<file path="src/rtl/irq_arbiter_pkg.sv">
// Shared definitions for the interrupt arbiter: config register map and source count.
package irq_arbiter_pkg;

  localparam int IRQ_NUM_SRC = 7;

  typedef enum logic [1:0] {
    IRQ_CFG_ENABLE    = 2'd0,
    IRQ_CFG_EDGE      = 2'd1,
    IRQ_CFG_PENDING   = 2'd2,
    IRQ_CFG_INSERVICE = 2'd3
  } irq_cfg_addr_e;

endpackage

</file>
<file path="src/rtl/irq_arbiter_sync.sv">
// Per-bit multi-flop synchronizer (irq_sync) for asynchronous interrupt lines; clears on reset.
module irq_arbiter_sync #(
  parameter int STAGES = 2,
  parameter int WIDTH  = 7
) (
  input  logic             clk_i,
  input  logic             rst_i,
  input  logic [WIDTH-1:0] d_i,
  output logic [WIDTH-1:0] q_o
);

  logic [STAGES-1:0][WIDTH-1:0] stage_q;

  always_ff @(posedge clk_i or posedge rst_i) begin
    if (rst_i) begin
      stage_q <= '0;
    end else begin
      stage_q <= {stage_q[STAGES-2:0], d_i};
    end
  end

  assign q_o = stage_q[STAGES-1];

endmodule

</file>
<file path="src/rtl/irq_arbiter.sv">
// Interrupt controller for the execute stage: synchronizes seven sources, applies enable/edge
// config, presents the highest eligible code above the current in-service level, tracks EOI.
module irq_arbiter
  import irq_arbiter_pkg::*;
#(
  parameter int         SYNC_STAGES  = 2,
  parameter logic [6:0] RESET_ENABLE = 7'h00,
  parameter logic [6:0] RESET_EDGE   = 7'h00
) (
  input  logic        clk_i,
  input  logic        rst_i,
  input  logic [6:0]  irq_i,
  input  logic        exc_i,
  output logic [2:0]  interrupts_o,
  input  logic        cfg_we_i,
  input  logic [1:0]  cfg_addr_i,
  input  logic [31:0] cfg_data_i,
  output logic [31:0] cfg_data_o
);

  // Vectors are indexed by source number so bit k lines up with register bit k.
  logic [7:1] sync_w;
  logic [7:1] level_q;
  logic [7:1] latch_q, latch_d;
  logic [7:1] enable_q, enable_d;
  logic [7:1] edge_q, edge_d;
  logic [7:1] inservice_q, inservice_d;
  logic [7:1] wdata, w1c, exc_mask, rise, pending, eligible;
  logic [7:0] last_onehot;
  logic [2:0] code_q, code_d, last_code_q, is_top;
  logic       eoi, exc_take;
  logic       unused_cfg_bits;

  function automatic logic [2:0] top_index(input logic [7:1] v);
    logic [2:0] r;
    r = 3'd0;
    for (int k = 1; k <= 7; k++) begin
      if (v[k]) r = 3'(k);
    end
    return r;
  endfunction

  function automatic logic [7:1] clear_top(input logic [7:1] v);
    logic [7:1] r;
    logic       done;
    r    = v;
    done = 1'b0;
    for (int k = 7; k >= 1; k--) begin
      if (v[k] && !done) begin
        r[k] = 1'b0;
        done = 1'b1;
      end
    end
    return r;
  endfunction

  function automatic logic [7:1] above(input logic [2:0] idx);
    logic [7:1] r;
    for (int k = 1; k <= 7; k++) begin
      r[k] = (3'(k) > idx);
    end
    return r;
  endfunction

  irq_arbiter_sync #(
    .STAGES(SYNC_STAGES),
    .WIDTH (IRQ_NUM_SRC)
  ) u_irq_sync (
    .clk_i(clk_i),
    .rst_i(rst_i),
    .d_i  (irq_i),
    .q_o  (sync_w)
  );

  assign unused_cfg_bits = ^{cfg_data_i[31:8], cfg_data_i[0]};

  always_comb begin
    wdata    = cfg_data_i[7:1];
    enable_d = enable_q;
    edge_d   = edge_q;
    w1c      = '0;
    eoi      = 1'b0;
    if (cfg_we_i) begin
      case (cfg_addr_i)
        IRQ_CFG_ENABLE:    enable_d = wdata;
        IRQ_CFG_EDGE:      edge_d   = wdata;
        IRQ_CFG_PENDING:   w1c      = wdata;
        IRQ_CFG_INSERVICE: eoi      = 1'b1;
        default:           ;
      endcase
    end

    // last_code is what the execute stage saw when it raised exc_i.
    exc_take    = exc_i && (last_code_q != 3'd0);
    last_onehot = 8'b1 << last_code_q;
    exc_mask    = exc_take ? last_onehot[7:1] : '0;

    // A new rising edge beats a same-cycle clear; leaving edge mode drops the latch.
    rise    = sync_w & ~level_q;
    latch_d = ((latch_q & ~w1c & ~exc_mask) | rise) & edge_d;

    inservice_d = (eoi ? clear_top(inservice_q) : inservice_q) | exc_mask;

    pending  = (edge_q & latch_q) | (~edge_q & level_q);
    eligible = pending & enable_q;
    is_top   = top_index(inservice_q);
    code_d   = top_index(eligible & above(is_top));
  end

  always_ff @(posedge clk_i or posedge rst_i) begin
    if (rst_i) begin
      level_q     <= '0;
      latch_q     <= '0;
      enable_q    <= RESET_ENABLE;
      edge_q      <= RESET_EDGE;
      inservice_q <= '0;
      code_q      <= 3'd0;
      last_code_q <= 3'd0;
    end else begin
      level_q     <= sync_w;
      latch_q     <= latch_d;
      enable_q    <= enable_d;
      edge_q      <= edge_d;
      inservice_q <= inservice_d;
      code_q      <= code_d;
      last_code_q <= code_q;
    end
  end

  assign interrupts_o = code_q;

  always_comb begin
    cfg_data_o = '0;
    case (cfg_addr_i)
      IRQ_CFG_ENABLE:    cfg_data_o[7:1] = enable_q;
      IRQ_CFG_EDGE:      cfg_data_o[7:1] = edge_q;
      IRQ_CFG_PENDING:   cfg_data_o[7:1] = pending;
      IRQ_CFG_INSERVICE: cfg_data_o[7:1] = inservice_q;
      default:           cfg_data_o = '0;
    endcase
  end

endmodule

</file>
<file path="config.mk">
export PLATFORM = sky130hd
export DESIGN_NAME = irq_arbiter
export DESIGN_NICKNAME = d
export VERILOG_FILES = /design/src/rtl/irq_arbiter_pkg.sv /design/src/rtl/irq_arbiter_sync.sv /design/src/rtl/irq_arbiter.sv
export SDC_FILE = /design/constraint.sdc
export NUM_CORES = 1
export LEC_CHECK = 0
export CELL_PAD_IN_SITES_DETAIL_PLACEMENT = 1
export CELL_PAD_IN_SITES_GLOBAL_PLACEMENT = 1
export CORE_ASPECT_RATIO = 1.25
export CORE_MARGIN = 2
export CORE_UTILIZATION = 36
export CTS_CLUSTER_SIZE = 28
export DETAILED_ROUTE_END_ITERATION = 12
export GPL_TIMING_DRIVEN = 0
export PLACE_DENSITY = 0.89
export REMOVE_ABC_BUFFERS = 1
export SLEW_MARGIN = 15
export SYNTH_ARGS = -nofsm -noshare
export SYNTH_HDL_FRONTEND = slang
export SYNTH_SLANG_ARGS = --single-unit
</file>
<file path="constraint.sdc">
create_clock -name clk_i -period 2.6 [get_ports clk_i]
set_clock_uncertainty 0.2 [all_clocks]
set_input_delay 0.65 -clock clk_i [delete_from_list [all_inputs] [get_ports clk_i]]
set_output_delay 0.65 -clock clk_i [all_outputs]
set_load 0.01 [all_outputs]
</file>
==> out/results.ini, run 1 <==
[outcome]
status=completed

[yosys]
yosys-top-cells-count=55 x dfrtp_1, 26 x buf_4, 26 x nand2_1, 16 x mux2_2, 12 x nand3_1
synth-async-reset-ratio_pct=100.0
synth_warnings=0
ys_ff_latch=55
yosysTopAreaCellShare_pct=54.73
synth_most_common_cell=dfrtp_1
synth.area.top_cells=dfrtp_1 55%, buf_4 7.8%, mux2_2 7.2%
synth-edff-count=0
yosysSeqAreaShare_pct=54.73
ys.flop_type=dfrtp_1
yosysTopAreaCell=dfrtp_1
synth_cell_types=37
syn_avg_cell_area_um2=12.21
syn-cell-area_um2=2515
postSynthCellCount=206

[floorplan]
coreArea_um2=6849
dieArea_um2=7674
die_x_um=78.76
die_h_um=97.45
num_rows=34
initial_core_util_pct=36.72
pin_count=80

[power]
seqPwrFrac_pct=52.9
p_sw_mw=0.7388
p_per_area_nw_per_um2=774.0
ir_drop_mv=0.2980
p_sw_share_pct=32.63
leakage_nw=1.288
p_int_mw=1.525
clkPwrFrac_pct=19.6
comb_power_share_pct=27.6

[layout]
antenna_cells=0
fin_util_pct=42.71
drive_gt1_share_pct=21.22
syn_to_final_growth_pct=16.32
nets=291

[placed_design]
portBuffers=29
gp_congestion=0.8433
dp_hpwl_mm=3.920

[drt]
wl_per_cell_um=15.98
drtIter0Drc=63
dr.pass1.iters=5
viasPerCell=4.896
drt_wl_total_mm=5.352
ant_nets=0
drcViolationCount=0
num_vias=1640

[worst_hold_path]
hold_class=reg2reg

[run]
drv_cap=0

[clock_network]
worstSkewPairLatency_ns=0.31
hold_buffers=0
root_buffer=clkbuf_8
clock_path_buffers=2
htree_levels=2
clk_pin_slew_ns=0.09
cts.sink_count=55
cts_tree=built
numCtsBuffers=5

[global_routing]
grt_pass1_vias=1697
antenna_found_initial=0
grt_pass1_wl_mm=8.652
grt-ovfl-total=0
grt.total_usage_pct=14.89
grt_max_degree=31

[timing]
hold_viol=0
max_clock_freq_mhz=395.5
drv_slew=0
worst_slew_pin_slew_ns=0.6693
fin_crit_sh_pct=97.25
finalCriticalPeriod_ns=2.528
max_slew_margin_pct=55.18
holdWs_ns=0.1558
rsz0062_at_grt=no
setup_violations=0

[worst_setup_path]
worstPathArrival_ns=1.68
worstPathRequired_ns=1.75
worst-path-max-fanout=3
start_kind=flop
critical_path.endpoint_type=output port
criticalPathCategory=reg2out

layout by cell type (no fill, tap or decap), types with 6 or more instances in the layout:
cell	count
mux2_2	16
nand2_1	26
mux4_2	6
a21boi_0	8
nand2b_1	7
dfrtp_1	55
buf_4	8
conb_1	25
nand3_1	12
clkdlybuf4s50_1	20
cell families after synthesis:
| group | synth area share [%] |
|---|---|
| compound gates | 7.961 |
| other cells | 0.1491 |
| simple gates | 13.23 |
| buf+inv | 9.452 |
| mux | 14.48 |
| flops | 54.73 |
layout make-up:
| type | count | area, um^2 |
|---|---|---|
| fill | 778 | 3924 |
| sequential | 55 | 1376 |
| multi-input combinational | 140 | 994.7 |
| timing repair buffer | 38 | 346.6 |
| tap | 90 | 112.6 |
| clock buffer | 6 | 72.57 |
| inverter | 6 | 22.52 |
final timing paths:
check / start / endpoint / slack, ns / cells past startpoint
min in group asynchronous: rst_i / u_irq_sync.stage_q[5]$_DFF_PP0_ / 0.54 / 2
worst min register to register: u_irq_sync.stage_q[2]$_DFF_PP0_ / u_irq_sync.q_o[2]$_DFF_PP0_ / 0.16 / 0
worst min-delay path: u_irq_sync.stage_q[2]$_DFF_PP0_ / u_irq_sync.q_o[2]$_DFF_PP0_ / 0.16 / 0
worst max-delay path: edge_q[6]$_DFF_PP0_ / cfg_data_o[6] / 0.07 / 3
max in group asynchronous: rst_i / latch_q[4]$_DFF_PP0_ / 1.09 / 3
worst max register to register: edge_q[5]$_DFF_PP0_ / interrupts_o[1]$_DFF_PP0_ / 0.70 / 5
repair_timing:
item                       4_1_cts  5_1_grt
pin swaps                        0        0
resized for setup               29        5
buffers inserted                 5        3
setup endpoints to repair       13        4
power groups by stage:
stage                     Clock [mW]  Sequential (mW)  Combinational [mW]
after global placement             0             1.20               0.579
final                          0.443             1.20               0.624
after floorplan                    0             1.16               0.372
after detailed placement           0             1.21               0.611
after CTS                      0.455             1.20               0.624
after global routing           0.492             1.23               0.687
layer usage:
metal  part of all wire [%]  routed length (um)  global-route usage [%]
met4                    1.5                  81                   5.263
met3                    4.4                 238                   2.974
met2                     54                2889                   26.23
met5                      0                   0                       0
met1                     40                2142                   17.82
registers in the layout, summed over array words and instances (netlist names):
| register | count |
|---|---|
| level_q | 7 |
| edge_q | 7 |
| enable_q | 7 |
| interrupts_o | 3 |
| last_code_q | 3 |
| u_irq_sync.stage_q | 7 |
| inservice_q | 7 |
| latch_q | 7 |
| u_irq_sync.q_o | 7 |
critical path, stage by stage, from the launching register on:
cell	delay, ns
dfrtp_1	0.38
mux2_2	0.36
mux4_2	0.47
buf_2	0.16
per-stage QoR:
| stage | cells | worst slack [ns] | power [mW] | setup TNS, ns | area, um^2 |
|---|---|---|---|---|---|
| final | 335 | 0.07152 | 2.264 | 0 | 2925 |
| after global routing | 335 | 0.01057 | 2.405 | 0 | 2925 |
| after CTS | 332 | 0.004065 | 2.275 | 0 | 2915 |
| after detailed placement | 321 | -0.9958 | 1.826 | -12.05 | 2813 |
| after global placement | 320 | -0.9773 | 1.775 | -40.94 | 2793 |
| after floorplan | 201 | 0.4071 | 1.537 | 0 | 2390 |
(Power assumes the default switching activity.)
==> run 2: changes to the inputs <==
--- a/config.mk
+++ b/config.mk
@@ -14,6 +14,7 @@
 export DETAILED_ROUTE_END_ITERATION = 12
 export GPL_TIMING_DRIVEN = 0
 export PLACE_DENSITY = 0.89
+export RECOVER_POWER = 25
 export REMOVE_ABC_BUFFERS = 1
 export SLEW_MARGIN = 15
 export SYNTH_ARGS = -nofsm -noshare
==> run 2 against run 1 <==
Cell count unchanged. Die area unchanged. Count of clock-buffer cells in the layout stayed put. Global-route usage unchanged. Core utilization is the same. Maximum frequency barely moved. Critical path depth did not move. Critical endpoint unchanged.
==> out/results.ini, run 2 (same netlist as run 1, synthesis figures left out) <==
[outcome]
status=completed

[floorplan]
dieArea_um2=7674  ; unchanged
die_h_um=97.45  ; unchanged
num_rows=34  ; unchanged
initial_core_util_pct=36.72  ; unchanged
coreArea_um2=6849  ; unchanged
die_x_um=78.76  ; unchanged
pin_count=80  ; unchanged

[timing]
max_slew_margin_pct=20.46  ; -35 points
worst_slew_pin_slew_ns=1.192  ; +0.5224 ns
fin_crit_sh_pct=97.17  ; about the same
max_clock_freq_mhz=395.8  ; about the same
holdWs_ns=0.1558  ; -0.00001500 ns
setup_violations=0  ; unchanged
layout_setup_ws_ns=0.07368  ; +0.002166 ns
tns_ns=0  ; unchanged
rsz0062_at_grt=no
finalCriticalPeriod_ns=2.526  ; -0.002166 ns
drv_slew=0  ; unchanged
hold_viol=0  ; unchanged

[worst_setup_path]
start_kind=flop
worst-path-max-fanout=3  ; unchanged
slowest_stage=mux4_2
critPathBufInv=1  ; unchanged
worstPathArrival_ns=1.68  ; about the same
critical_path.endpoint_type=output port
criticalPathCategory=reg2out
crit_path_max_incr_delay_ns=0.47  ; about the same
worstPathCellList=mux2_2 > mux4_2 > buf_2
cp_top_family=multiplexers
worstPathRequired_ns=1.75  ; about the same

[power]
leakage_nw=1.292  ; +0.25%
p_per_area_nw_per_um2=773.1  ; -0.12%
power.total_mw=2.262  ; -0.12%
ir_drop_mv=0.2978  ; about the same

[clock_network]
clk_pin_slew_ns=0.09  ; about the same
cts_tree=built
htree_levels=2  ; unchanged
root_buffer=clkbuf_8
cts.sink_count=55  ; unchanged
numCtsBuffers=5  ; unchanged
hold_buffers=0  ; unchanged
clock_path_buffers=2  ; unchanged
worstSkewPairLatency_ns=0.31  ; about the same

[run]
drv_cap=0  ; unchanged

[drt]
viasPerCell=4.901  ; +0.12%
wl_per_cell_um=15.98  ; about the same
ant_nets=0  ; unchanged
drtIter0Drc=63  ; unchanged
num_vias=1642  ; +0.12%
dr.pass1.iters=5  ; unchanged
drt_wl_total_mm=5.353  ; about the same
drcViolationCount=0  ; unchanged

[global_routing]
grt_pass1_vias=1697  ; unchanged
grt-ovfl-total=0  ; unchanged
use_met3_pct=2.974  ; unchanged
met2_usage_pct=26.23  ; unchanged
antenna_found_initial=0  ; unchanged
busiest_layer=met2
grt.total_usage_pct=14.89  ; unchanged
grt_pass1_wl_mm=8.652  ; unchanged
met1_usage_pct=17.82  ; unchanged
grt_max_degree=31  ; unchanged

[layout]
final_area_um2=2925  ; unchanged
fin_util_pct=42.71  ; unchanged
final_cell_mix=55 x dfrtp_1, 26 x nand2_1, 25 x conb_1
drive_gt1_share_pct=20.82  ; -0.41 points
layout_commonest_cell=dfrtp_1
final_cell_count_no_fill=335  ; unchanged
syn_to_final_growth_pct=16.32  ; unchanged
nets=291  ; unchanged
antenna_cells=0  ; unchanged

[placed_design]
pre_cts_ws_ns=-0.9958  ; unchanged
portBuffers=29  ; unchanged
dp_hpwl_mm=3.920  ; unchanged
dpl-instance-area_um2=2813  ; unchanged
gp_congestion=0.8433  ; unchanged
dp_cells=321  ; unchanged

[worst_hold_path]
hold_class=reg2reg

==> run 2: cell count changes in the layout (fill, tap and decap cells not counted) <==
| cell | delta |
|---|---|
| inv_2 | -1 |
| clkdlybuf4s50_1 | -8 |
| inv_1 | +1 |
| dlygate4sd3_1 | +8 |
==> run 2: area by class of cell <==
type	count	area, um^2
multi-input cells	140	994.7
inverters	6	22.52
fillers	778	3924
repair buffers	38	346.6
well taps	90	112.6
flip-flops and latches	55	1376
clock buffers	6	72.57
==> run 2: metal layers <==
metal | vias to the layer above | share of wire [%]
met4 | 0 | 1.5
li1 | 743 | -
met1 | 855 | 40
met5 | - | 0
met2 | 37 | 54
met3 | 7 | 4.4
==> run 2: report_power, final <==
group / leakage, nW / internal, mW / total (mW) / switching [mW]
registers: 0.666 / 1.02 / 1.20 / 0.181
clock network: 0.0371 / 0.181 / 0.443 / 0.263
logic: 0.589 / 0.326 / 0.622 / 0.295
==> run 2: worst paths after layout <==
kind / start / slack (ns) / to / depth (start not counted)
worst min-delay path: u_irq_sync.stage_q[2]$_DFF_PP0_ / 0.16 / u_irq_sync.q_o[2]$_DFF_PP0_ / 0
max in group asynchronous: rst_i / 0.59 / latch_q[4]$_DFF_PP0_ / 3
worst max-delay path: edge_q[6]$_DFF_PP0_ / 0.07 / cfg_data_o[6] / 3
min in group asynchronous: rst_i / 0.89 / u_irq_sync.stage_q[5]$_DFF_PP0_ / 2
worst max register to register: edge_q[5]$_DFF_PP0_ / 0.70 / interrupts_o[1]$_DFF_PP0_ / 5
worst min register to register: u_irq_sync.stage_q[2]$_DFF_PP0_ / 0.16 / u_irq_sync.q_o[2]$_DFF_PP0_ / 0
==> run 2: repair_timing <==
| action | 4_1_cts | 5_1_grt |
|---|---|---|
| resized for setup | 29 | 5 |
| hold endpoints to repair | 0 | 0 |
| gates cloned | 0 | 0 |
| setup buffers | 5 | 3 |
| setup endpoints to repair | 13 | 4 |
